===== src/rtl/lsu.sv =====
// Load/store unit: one access at a time from the core, driven over a
// req/gnt/rvalid data-memory handshake. Load data is returned aligned and extended.
module lsu #(
  parameter int unsigned DATA_WIDTH = 32,
  parameter int unsigned ADDR_WIDTH = 32
) (
  input  logic                    clk_i,
  input  logic                    rst_ni,
  input  logic                    req_valid_i,
  output logic                    req_ready_o,
  input  logic                    req_we_i,
  input  logic [2:0]              req_funct3_i,
  input  logic [ADDR_WIDTH-1:0]   req_addr_i,
  input  logic [DATA_WIDTH-1:0]   req_wdata_i,
  output logic                    rsp_valid_o,
  output logic [DATA_WIDTH-1:0]   rsp_rdata_o,
  output logic                    rsp_err_o,
  output logic                    mem_req_o,
  input  logic                    mem_gnt_i,
  output logic                    mem_we_o,
  output logic [ADDR_WIDTH-1:0]   mem_addr_o,
  output logic [DATA_WIDTH/8-1:0] mem_be_o,
  output logic [DATA_WIDTH-1:0]   mem_wdata_o,
  input  logic                    mem_rvalid_i,
  input  logic [DATA_WIDTH-1:0]   mem_rdata_i
);

  localparam int unsigned BE_WIDTH = DATA_WIDTH / 8;

  typedef enum logic [1:0] {
    IDLE,
    REQ,
    WAIT,
    RESP
  } state_e;

  state_e                  state_q, state_d;
  logic                    mem_we_q, mem_we_d;
  logic [ADDR_WIDTH-1:0]   mem_addr_q, mem_addr_d;
  logic [BE_WIDTH-1:0]     mem_be_q, mem_be_d;
  logic [DATA_WIDTH-1:0]   mem_wdata_q, mem_wdata_d;
  logic [2:0]              funct3_q, funct3_d;
  logic [1:0]              off_q, off_d;
  logic                    rsp_valid_q, rsp_valid_d;
  logic                    rsp_err_q, rsp_err_d;
  logic [DATA_WIDTH-1:0]   rsp_rdata_q, rsp_rdata_d;

  logic [1:0]              req_off;
  logic                    req_illegal;
  logic                    req_misaligned;
  logic                    req_err;
  logic [BE_WIDTH-1:0]     req_be;
  logic [DATA_WIDTH-1:0]   req_wdata_rep;
  logic [DATA_WIDTH-1:0]   load_shifted;
  logic [DATA_WIDTH-1:0]   load_data;

  // Decode of the incoming request: legality, alignment, lanes and store data.
  always_comb begin
    req_off        = req_addr_i[1:0];
    req_illegal    = 1'b0;
    req_misaligned = 1'b0;
    req_be         = '0;
    req_wdata_rep  = req_wdata_i;

    if (req_we_i) begin
      req_illegal = (req_funct3_i > 3'd2);
    end else begin
      req_illegal = (req_funct3_i == 3'd3) || (req_funct3_i >= 3'd6);
    end

    case (req_funct3_i[1:0])
      2'd1:    req_misaligned = req_off[0];
      2'd2:    req_misaligned = (req_off != 2'd0);
      default: req_misaligned = 1'b0;
    endcase

    req_err = req_illegal || req_misaligned;

    case (req_funct3_i[1:0])
      2'd0: begin
        req_be        = 4'b0001 << req_off;
        req_wdata_rep = {4{req_wdata_i[7:0]}};
      end
      2'd1: begin
        req_be        = 4'b0011 << req_off;
        req_wdata_rep = {2{req_wdata_i[15:0]}};
      end
      default: begin
        req_be        = 4'b1111;
        req_wdata_rep = req_wdata_i;
      end
    endcase
  end

  // Right-align the addressed bytes, then extend according to the load type.
  always_comb begin
    load_shifted = mem_rdata_i >> {off_q, 3'b000};
    case (funct3_q)
      3'd0:    load_data = {{24{load_shifted[7]}}, load_shifted[7:0]};
      3'd1:    load_data = {{16{load_shifted[15]}}, load_shifted[15:0]};
      3'd4:    load_data = {24'd0, load_shifted[7:0]};
      3'd5:    load_data = {16'd0, load_shifted[15:0]};
      default: load_data = load_shifted;
    endcase
  end

  always_comb begin
    state_d     = state_q;
    mem_we_d    = mem_we_q;
    mem_addr_d  = mem_addr_q;
    mem_be_d    = mem_be_q;
    mem_wdata_d = mem_wdata_q;
    funct3_d    = funct3_q;
    off_d       = off_q;
    rsp_valid_d = 1'b0;
    rsp_err_d   = 1'b0;
    rsp_rdata_d = rsp_rdata_q;

    case (state_q)
      IDLE: begin
        if (req_valid_i) begin
          funct3_d = req_funct3_i;
          off_d    = req_off;
          if (req_err) begin
            state_d     = RESP;
            rsp_valid_d = 1'b1;
            rsp_err_d   = 1'b1;
            rsp_rdata_d = '0;
          end else begin
            state_d     = REQ;
            mem_we_d    = req_we_i;
            mem_addr_d  = {req_addr_i[ADDR_WIDTH-1:2], 2'b00};
            mem_be_d    = req_be;
            mem_wdata_d = req_wdata_rep;
          end
        end
      end
      REQ: begin
        // An rvalid coinciding with the grant is not a response and is dropped.
        if (mem_gnt_i) begin
          state_d = WAIT;
        end
      end
      WAIT: begin
        if (mem_rvalid_i) begin
          state_d     = RESP;
          rsp_valid_d = 1'b1;
          rsp_rdata_d = mem_we_q ? '0 : load_data;
        end
      end
      RESP: begin
        state_d = IDLE;
      end
      default: begin
        state_d = IDLE;
      end
    endcase
  end

  always_ff @(posedge clk_i) begin
    if (!rst_ni) begin
      state_q     <= IDLE;
      mem_we_q    <= 1'b0;
      mem_addr_q  <= '0;
      mem_be_q    <= '0;
      mem_wdata_q <= '0;
      funct3_q    <= 3'd0;
      off_q       <= 2'd0;
      rsp_valid_q <= 1'b0;
      rsp_err_q   <= 1'b0;
      rsp_rdata_q <= '0;
    end else begin
      state_q     <= state_d;
      mem_we_q    <= mem_we_d;
      mem_addr_q  <= mem_addr_d;
      mem_be_q    <= mem_be_d;
      mem_wdata_q <= mem_wdata_d;
      funct3_q    <= funct3_d;
      off_q       <= off_d;
      rsp_valid_q <= rsp_valid_d;
      rsp_err_q   <= rsp_err_d;
      rsp_rdata_q <= rsp_rdata_d;
    end
  end

  assign req_ready_o = rst_ni && (state_q == IDLE);
  assign mem_req_o   = (state_q == REQ);
  assign mem_we_o    = mem_we_q;
  assign mem_addr_o  = mem_addr_q;
  assign mem_be_o    = mem_be_q;
  assign mem_wdata_o = mem_wdata_q;
  assign rsp_valid_o = rsp_valid_q;
  assign rsp_err_o   = rsp_err_q;
  assign rsp_rdata_o = rsp_rdata_q;

endmodule

===== config.mk =====
export PLATFORM = sky130hd
export DESIGN_NAME = lsu
export DESIGN_NICKNAME = d
export VERILOG_FILES = /design/src/rtl/lsu.sv
export SDC_FILE = /design/constraint.sdc
export NUM_CORES = 1
export LEC_CHECK = 0
export CELL_PAD_IN_SITES_DETAIL_PLACEMENT = 1
export CELL_PAD_IN_SITES_GLOBAL_PLACEMENT = 2
export CORE_MARGIN = 8
export CORE_UTILIZATION = 35
export CTS_CLUSTER_SIZE = 10
export DETAILED_ROUTE_END_ITERATION = 7
export DONT_BUFFER_PORTS = 1
export GPL_ROUTABILITY_DRIVEN = 0
export PLACE_DENSITY = 0.9
export SYNTH_ARGS = -nofsm -noshare
export SYNTH_HDL_FRONTEND = slang
export SYNTH_SLANG_ARGS = --single-unit

===== constraint.sdc =====
create_clock -name clk_i -period 2.65 [get_ports clk_i]
set_input_delay 0.53 -clock clk_i [delete_from_list [all_inputs] [get_ports clk_i]]
set_output_delay 0.53 -clock clk_i [all_outputs]
set_load 0.01 [all_outputs]

==> results list, run 1 <==
- IR analysis of the VDD net gives a maximum drop of around 0.00041 V.
* Worst setup EP type: register
- At the later pin of the worst-skew pair, clock insertion delay measures 350 ps.
- Summed over all layers, the global routing overflow is 0.
- CTS max path bufs: 2
* Wl on met1: just over 6000 µm
- Width of the chip: around 140 µm
- Deepest level of the CTS H-tree: 3
* Pre-Repair DR Iteration Count: 4
- TritonCTS clock tree: yes
* Pwr/cell area: 945.9 nW/µm²
* Mean Syn Cell Area: 8.457 µm²
- Synthesis handed over a netlist of between 600 and 700 instances.
- The design draws between 0.005 and 0.006 W.
* Fmax: between 0.4 and 0.5 GHz
- Layout cells sized above 1: under 10%
* Reg-to-reg critical path startpoint: state_q[0]$_SDFFE_PN0P_
- Endpoint of the most critical setup path: rsp_rdata_o[9]$_SDFFE_PN0P_
- Signal routing reaches up to met4.
* Number of maximum-capacitance violations: 0
- For this design the top-level I/O count stands at between 200 and 250.
- Routed length on met2: ~8000 µm
- The path class of the tightest hold or removal check is input pin to register.
- Initial Util: a little over a third
* Die height: approximately 140 µm
- GRT Overall Usage: 17.21%
- For the final database, setup skew stands at around 10 ps.
- Utilization after layout: 38.19%
- Diodes inserted: 0
* Cell chosen for the clock root: clkbuf_16
* Netlist area before placement: a little over 5000 µm²
- Detailed routing placed a total of 2444 µm of wire on met3.
* Crit path launch type: register
- Core Rows: 44
- Counting flops with a built-in enable in the synthesized netlist gives 0.
- Slew margin rel.: 53.09%
- Final ANT Viol Nets: 0
- After clock tree synthesis, the clock-pin slew on the worst setup and hold paths is roughly 80 ps.
- Floorplan die area: ~19000 µm²
- After detailed routing, the number of remaining DRC violations is 0.
- Summed over all failing endpoints, the final setup total negative slack is 0 ps.
- Setup violations remaining at the end of the flow were counted as 0.
- The area growth from synthesis to layout is 7.976%.
- The setup path with the least slack is of type register to register.
* Number of clock sinks: roughly 110
* Top FF cell, synth: dfxtp_1
* Number of placed cells counting well taps: approximately 740
- Initial DRC Count: approximately 270
- Worst R2R Setup Slack: approximately 440 ps
- After synthesis, the netlist uses 41 different library cells.
- Number of cells traversed by the worst register-to-register path: 7
* Slew of the pin with the lowest slew margin: ~700 ps
- In the synthesized netlist the async set-or-reset flop fraction comes to 0%.
- Final #Nets: approximately 700
* Flip-flop and latch count after synthesis: 108
- The number of antenna violations at the first check in global routing came to 0.
* Max-slew violation count: 0
* Final hold slack: between 300 and 400 ps
- The multi-input combinational cells in the finished layout cover a total of ~2700 µm².
- Worst EP required: 2930 ps
* Portion of the post-synthesis area used by sequential elements: around 43%
- # Post-CTS Setup Buffers: 0
- Standard cell core area: roughly 14000 µm²
* Setup repair after global routing missed its margin: no
- The flow ran to the end, and the final reports show no timing, DRC or antenna violations.
- Excluding fillers, the count of instances in the completed layout stands at 759.
* Total vias in the final route: around 4300
* Crit path from: state_q[0]$_SDFFE_PN0P_
* Number of clock buffers inserted by TritonCTS: 9
- Via count of the first global-routing pass: ~4400
* Fraction of the cycle the final worst path needs: a little over four fifths
* Max FO, Critical Path: 9
* CTS Hold Buffers Added: 0
- Synth Warn #: 0
- Final count of hold timing violations: 0
- Number of fill cells: about 1700
- Registers take around 2200 µm².
* Endpoint of the most critical register-to-register path: rsp_rdata_o[9]$_SDFFE_PN0P_
- In the final routed layout, each cell accounts on average for between 20 and 25 µm.
* Maximum number of pins on one net before global-route repair: 163
- WL final: 16670 µm
- Sum of net half-perimeters after detailed placement: about 12000 µm
* PostCTS Resize Cnt: 0
- The smallest clock period supported by the final layout is computed as 2210 ps.
- The first global-routing pass estimated about 25000 µm of wire.
- Data arrival time of the critical path: 2490 ps
- After detailed routing, the number of vias per cell comes to approximately 5.7.
- Summed over all cells, the static leakage comes to 2.357 nW.
- IO Port Bufs: 0
## cell usage in the layout, fill, tap and decap left out, types with 2 or more instances in the layout
master | synthesis | routed
a211o_1 | 7 | 7
a21boi_0 | 5 | 5
a21oi_1 | 25 | 25
a22o_1 | 8 | 8
a31oi_1 | 2 | 2
a41o_1 | 7 | 7
and2_1 | 12 | 12
buf_4 | 2 | 12
clkbuf_16 | 0 | 9
clkinv_4 | 0 | 2
conb_1 | 1 | 2
dfxtp_1 | 108 | 108
ha_1 | 7 | 7
inv_1 | 6 | 6
inv_6 | 0 | 2
mux2i_1 | 17 | 17
mux4_2 | 2 | 2
nand2_1 | 87 | 87
nand2b_1 | 4 | 4
nand3_1 | 104 | 104
nand4_1 | 8 | 8
nor2_1 | 16 | 16
nor2b_1 | 19 | 19
nor3b_1 | 3 | 3
o211a_1 | 18 | 18
o21ai_0 | 29 | 29
o21ai_1 | 22 | 22
o221a_1 | 16 | 16
## final cells by class
cell class,count,share of cell area [%]
Clock buffer,9,4.104
Timing Repair Buffer,13,2.006
Clock inverter,7,1.482
Multi-Input combinational cell,432,48.40
Inverter,6,0.4104
Sequential cell,108,39.40
Tap cell,184,4.195
## cell families (layout without fill, tap and decap cells)
group	Yosys count	in the layout	synth area share (%)
multiplexers	19	19	4.234
adder cells (fa/ha/maj)	7	7	1.723
AND/OR/NAND/NOR	260	260	25.31
other	1	2	0.07378
AO/OA/AOI/OAI	144	144	20.83
flip-flops	108	108	42.54
buffers and inverters	62	35	5.293
## state kept, by name, summed over array words and instances (netlist names)
signal,count
mem_we_o,1
rsp_err_o,1
rsp_rdata_o,32
mem_wdata_o,32
mem_be_o,4
off_q,2
rsp_valid_o,1
state_q,2
funct3_q,3
mem_addr_o,30
## per-layer routing
| layer | track usage (%) | up-vias |
|---|---|---|
| met2 | 27.98 | 169 |
| met1 | 18.32 | 2079 |
| li1 | - | 2086 |
| met5 | 0 | - |
| met4 | 5.125 | 0 |
| met3 | 10.43 | 11 |
## cell usage after synthesis (8+ instances only)
library cell / instances / area share (%)
and2_1: 12 / 1.5
nand3_1: 104 / 10
o21ai_1: 22 / 2.2
o221a_1: 16 / 3.5
dfxtp_1: 108 / 43
nand2_1: 87 / 6.4
a22o_1: 8 / 1.4
nand4_1: 8 / 0.98
clkbuf_1: 33 / 2.4
buf_2: 11 / 1.1
nor2b_1: 19 / 2.3
o211a_1: 18 / 3.5
buf_1: 8 / 0.59
nor2_1: 16 / 1.2
o21ai_0: 29 / 2.9
a21oi_1: 25 / 2.5
mux2i_1: 17 / 3.3
## worst min-delay path by stage
stage / slack [ps] / depth (start not counted) / from / end
2_1_floorplan: 450 / 2 / funct3_q[2]$_SDFFE_PN0P_ / funct3_q[2]$_SDFFE_PN0P_
3_3_place_gp: 490 / 2 / funct3_q[2]$_SDFFE_PN0P_ / funct3_q[2]$_SDFFE_PN0P_
3_5_place_dp: 490 / 2 / funct3_q[2]$_SDFFE_PN0P_ / funct3_q[2]$_SDFFE_PN0P_
4_1_cts: 290 / 2 / req_addr_i[28] / mem_addr_o[28]$_SDFFE_PN0P_
5_1_grt: 280 / 2 / req_addr_i[23] / mem_addr_o[23]$_SDFFE_PN0P_
6_report: 300 / 2 / req_addr_i[19] / mem_addr_o[19]$_SDFFE_PN0P_
## worst max-delay path, cell delays in order (launching register included)
cell	delay (ps)
dfxtp_1	320
inv_1	100
ha_1	260
and2b_1	250
and2_1	360
a21boi_1	570
nand4_1	170
o21ai_1	110
## stage by stage
| stage | setup slack [ps] | area, µm² |
|---|---|---|
| 3_3_place_gp | 458.9 | 5181 |
| 2_1_floorplan | 332.6 | 5086 |
| 3_5_place_dp | 376.8 | 5181 |
| 4_1_cts | 443.7 | 5488 |
| 5_1_grt | 234.5 | 5488 |
| 6_report | 439.9 | 5488 |
## power breakdown
group / total (W) / internal (W) / switching, W
clock: 0.00140 / 0.000749 / 0.000651
combinational: 0.00146 / 0.000553 / 0.000902
sequential: 0.00234 / 0.00194 / 0.000395
total: 0.00519 / 0.00324 / 0.00195
(Power assumes the default switching activity.)
==> run 2, diff against run 1 <==
==> constraint.sdc (replaced) <==
create_clock -name clk_i -period 2.3 [get_ports clk_i]
set_input_delay 0.46 -clock clk_i [delete_from_list [all_inputs] [get_ports clk_i]]
set_output_delay 0.46 -clock clk_i [all_outputs]
set_load 0.01 [all_outputs]
==> results list, run 2 (same netlist as run 1, synthesis figures left out) <==
- Result of the run: completed
- The largest single stage delay on the critical path is about 350 ps.
- Number of clock sinks: between 100 and 150
- Cell-by-cell listing of the critical path: buf_4 > inv_1 > and4_1 > o311ai_4 > nand3_4 > o221a_1
- Leaving out fill and tap cells, the most frequent cell in the layout is dfxtp_1.
* Initial Util: between 30% and 40%
- The routed layout has ~4400 vias.
- In this run the deepest clock path goes through 2 buffers.
* Clock power frac: a little over a quarter
- Worst setup slack before clock tree synthesis: between 100 and 150 ps
- The die is around 140 µm tall.
- In the global route stage, overall resource usage came out at 17.72%.
- Setup repair after global routing missed its margin: no
- IR analysis of the VDD net gives a maximum drop of a little over 0.0004 V.
* Final non-filler cell area: ~5500 µm²
* Slew margin rel.: 55.33%
* Worst R2R Setup Slack: 310 ps
- Number of remaining DRC errors: 0
- After clock tree synthesis, the clock-pin slew on the worst setup and hold paths is about 80 ps.
* Wire length per cell after detailed routing: around 22 µm
- Switching power as a share of total power: a little under two fifths
- After floorplanning, the core was divided into 44 placement rows.
* Layout cells sized above 1: 7.093%
- Path class of the lowest-slack min-delay path: input pin to register
- The setup path with the least slack is of type register to register.
* Diodes inserted: 0
- Dividing the final minimum period by the clock period gives 86.66%.
* Via count of the first global-routing pass: ~4600
- # setup viols final: 0
- Number of maximum-capacitance violations: 0
* Slew of the pin with the lowest slew margin: approximately 670 ps
* Layout-stage area growth over the synthesis result: 8.912%
* Sw power: 0.002287 W
* Standard cell core area: 14370 µm²
- For this run, the detailed router's first-pass iteration total came to 4.
- Kind of cell with the highest combined delay on the critical path: compound AO/OA/AOI/OAI gates
* Top-Level Pins: 210
- Worst setup skew after layout: a little under 8 ps
* IO Port Bufs: 0
- Number of fill cells: 1674
- Area after detailed placement: roughly 5200 µm²
- Overflow left after global routing: 0
- Final count of hold timing violations: 0
* Endpoint of the most critical register-to-register path: rsp_rdata_o[19]$_SDFFE_PN0P_
* Post-Route Setup TNS: 0 ps
- TritonCTS clock tree: yes
- Reg-to-reg critical path startpoint: off_q[1]$_SDFFE_PN0P_
- At the later pin of the worst-skew pair, clock insertion delay measures around 360 ps.
- On the critical path, the stage with the largest delay is an instance of dfxtp_1.
- The first global-routing pass estimated 25860 µm of wire.
- Final #Nets: between 600 and 700
- Maximum number of pins on one net before global-route repair: between 150 and 200
- The share of total power dissipated in sequential elements is between 40% and 50%.
- Internal: ~0.0038 W
- Floorplan die area: 18630 µm²
* CTS Hold Buffers Added: 0
- Counting the buffers created by CTS gives 9.
* Data arrival time of the critical path: about 2200 ps
* # Post-CTS Setup Buffers: 0
* Initial DRC Count: about 300
* Max FO, Critical Path: 26
- Most frequent cells in the layout: dfxtp_1 (108), nand3_1 (104), nand2_1 (87), o21ai_0 (29), a21oi_1 (25)
* Crit path launch type: register
- Static Leak: roughly 2.4 nW
* Combinational cell fraction of total power: between 20% and 30%
- Max-slew violation count: 0
* Cell count along the critical path: 6
- The cell sitting at the root of the clock tree is a clkbuf_16.
* WL final: around 17000 µm
* Width of the chip: around 140 µm
- Once detail routing completed, the nets flagged for antenna violations numbered 0.
* Number of antenna violations at the first check in global routing: 0
- Dividing total power by cell area gives a power density of ~1100 nW/µm².
* Deepest level of the CTS H-tree: 3
* Sum of net half-perimeters after detailed placement: 12600 µm
- The worst setup path is captured at a register.
- Final worst setup slack: a little over 300 ps
- Endpoint of the most critical setup path: rsp_rdata_o[19]$_SDFFE_PN0P_
- Worst EP required: 2540 ps
- The number of cells on the worst reg-to-reg path is 6.
* Final critical-path required period: between 1500 and 2000 ps
- Counting both buffers and inverters, the worst setup path holds a total of 2.
- Dividing the detail-routed via count by the number of cells gives roughly 5.7.
- Timing would allow up to around 0.5 GHz.
- Tracing the worst setup path back leads to its startpoint at off_q[1]$_SDFFE_PN0P_.
run 2: per-stage QoR:
| stage | hold slack, ps | utilization (%) | std cells | total power, W |
|---|---|---|---|---|
| detailed placement | 485.0 | 36.30 | 746 | 0.004498 |
| finish | 229.9 | 38.52 | 762 | 0.006087 |
| global route | 223.1 | 38.52 | 762 | 0.006454 |
| CTS | 217.6 | 38.51 | 762 | 0.006171 |
| global placement | 485.3 | 36.30 | 746 | 0.004392 |
| floorplan | 451.4 | - | 602 | 0.003980 |
run 2: final cells by class:
cell class | instances | area (µm²) | area share, %
Inverter | 6 | 22.52 | 0.4069
Clock buffer | 9 | 225.2 | 4.069
Sequential cell | 108 | 2162 | 39.06
Tap cell | 184 | 230.2 | 4.159
Multi-Input combinational cell | 432 | 2659 | 48.03
Clock inverter | 7 | 91.34 | 1.650
Timing Repair Buffer | 16 | 145.1 | 2.622
run 2: power by group through the flow:
stage          registers (W)  logic [W]  clock network [W]
4_1_cts              0.00272    0.00175            0.00171
5_1_grt              0.00275    0.00193            0.00177
2_1_floorplan        0.00260    0.00138                  0
6_report             0.00269    0.00174            0.00165
3_5_place_dp         0.00276    0.00174                  0
3_3_place_gp         0.00274    0.00165                  0
run 2: worst min path at each step:
| stage | slack [ps] | cells past startpoint | start | endpoint |
|---|---|---|---|---|
| global route | 220 | 2 | req_addr_i[12] | mem_addr_o[12]$_SDFFE_PN0P_ |
| CTS | 220 | 2 | req_addr_i[5] | mem_addr_o[5]$_SDFFE_PN0P_ |
| global placement | 490 | 2 | funct3_q[2]$_SDFFE_PN0P_ | funct3_q[2]$_SDFFE_PN0P_ |
| finish | 230 | 2 | req_addr_i[9] | mem_addr_o[9]$_SDFFE_PN0P_ |
| detailed placement | 480 | 2 | funct3_q[2]$_SDFFE_PN0P_ | funct3_q[2]$_SDFFE_PN0P_ |
| floorplan | 450 | 2 | funct3_q[2]$_SDFFE_PN0P_ | funct3_q[2]$_SDFFE_PN0P_ |
run 2: per-layer routing:
| metal | track usage, % | up-vias | wire (µm) |
|---|---|---|---|
| met2 | 29.58 | 170 | 7982 |
| met1 | 18.76 | 2079 | 6358 |
| met3 | 8.700 | 24 | 2244 |
| met5 | 0 | - | 0 |
| li1 | - | 2091 | - |
| met4 | 7.200 | 0 | 376 |
run 2: worst reg2reg max path: cells and delay by family (launching register included):
kind / cells / cell delay [ps]
buffers and inverters: 2 / 450
AND/OR/NAND/NOR: 2 / 480
flip-flops: 1 / 350
AO/OA/AOI/OAI: 2 / 600
run 2: timing repair:
action,in CTS,in global routing
endpoints found under the hold margin,0,0
endpoints found under the setup margin,0,15
resized for setup,0,1
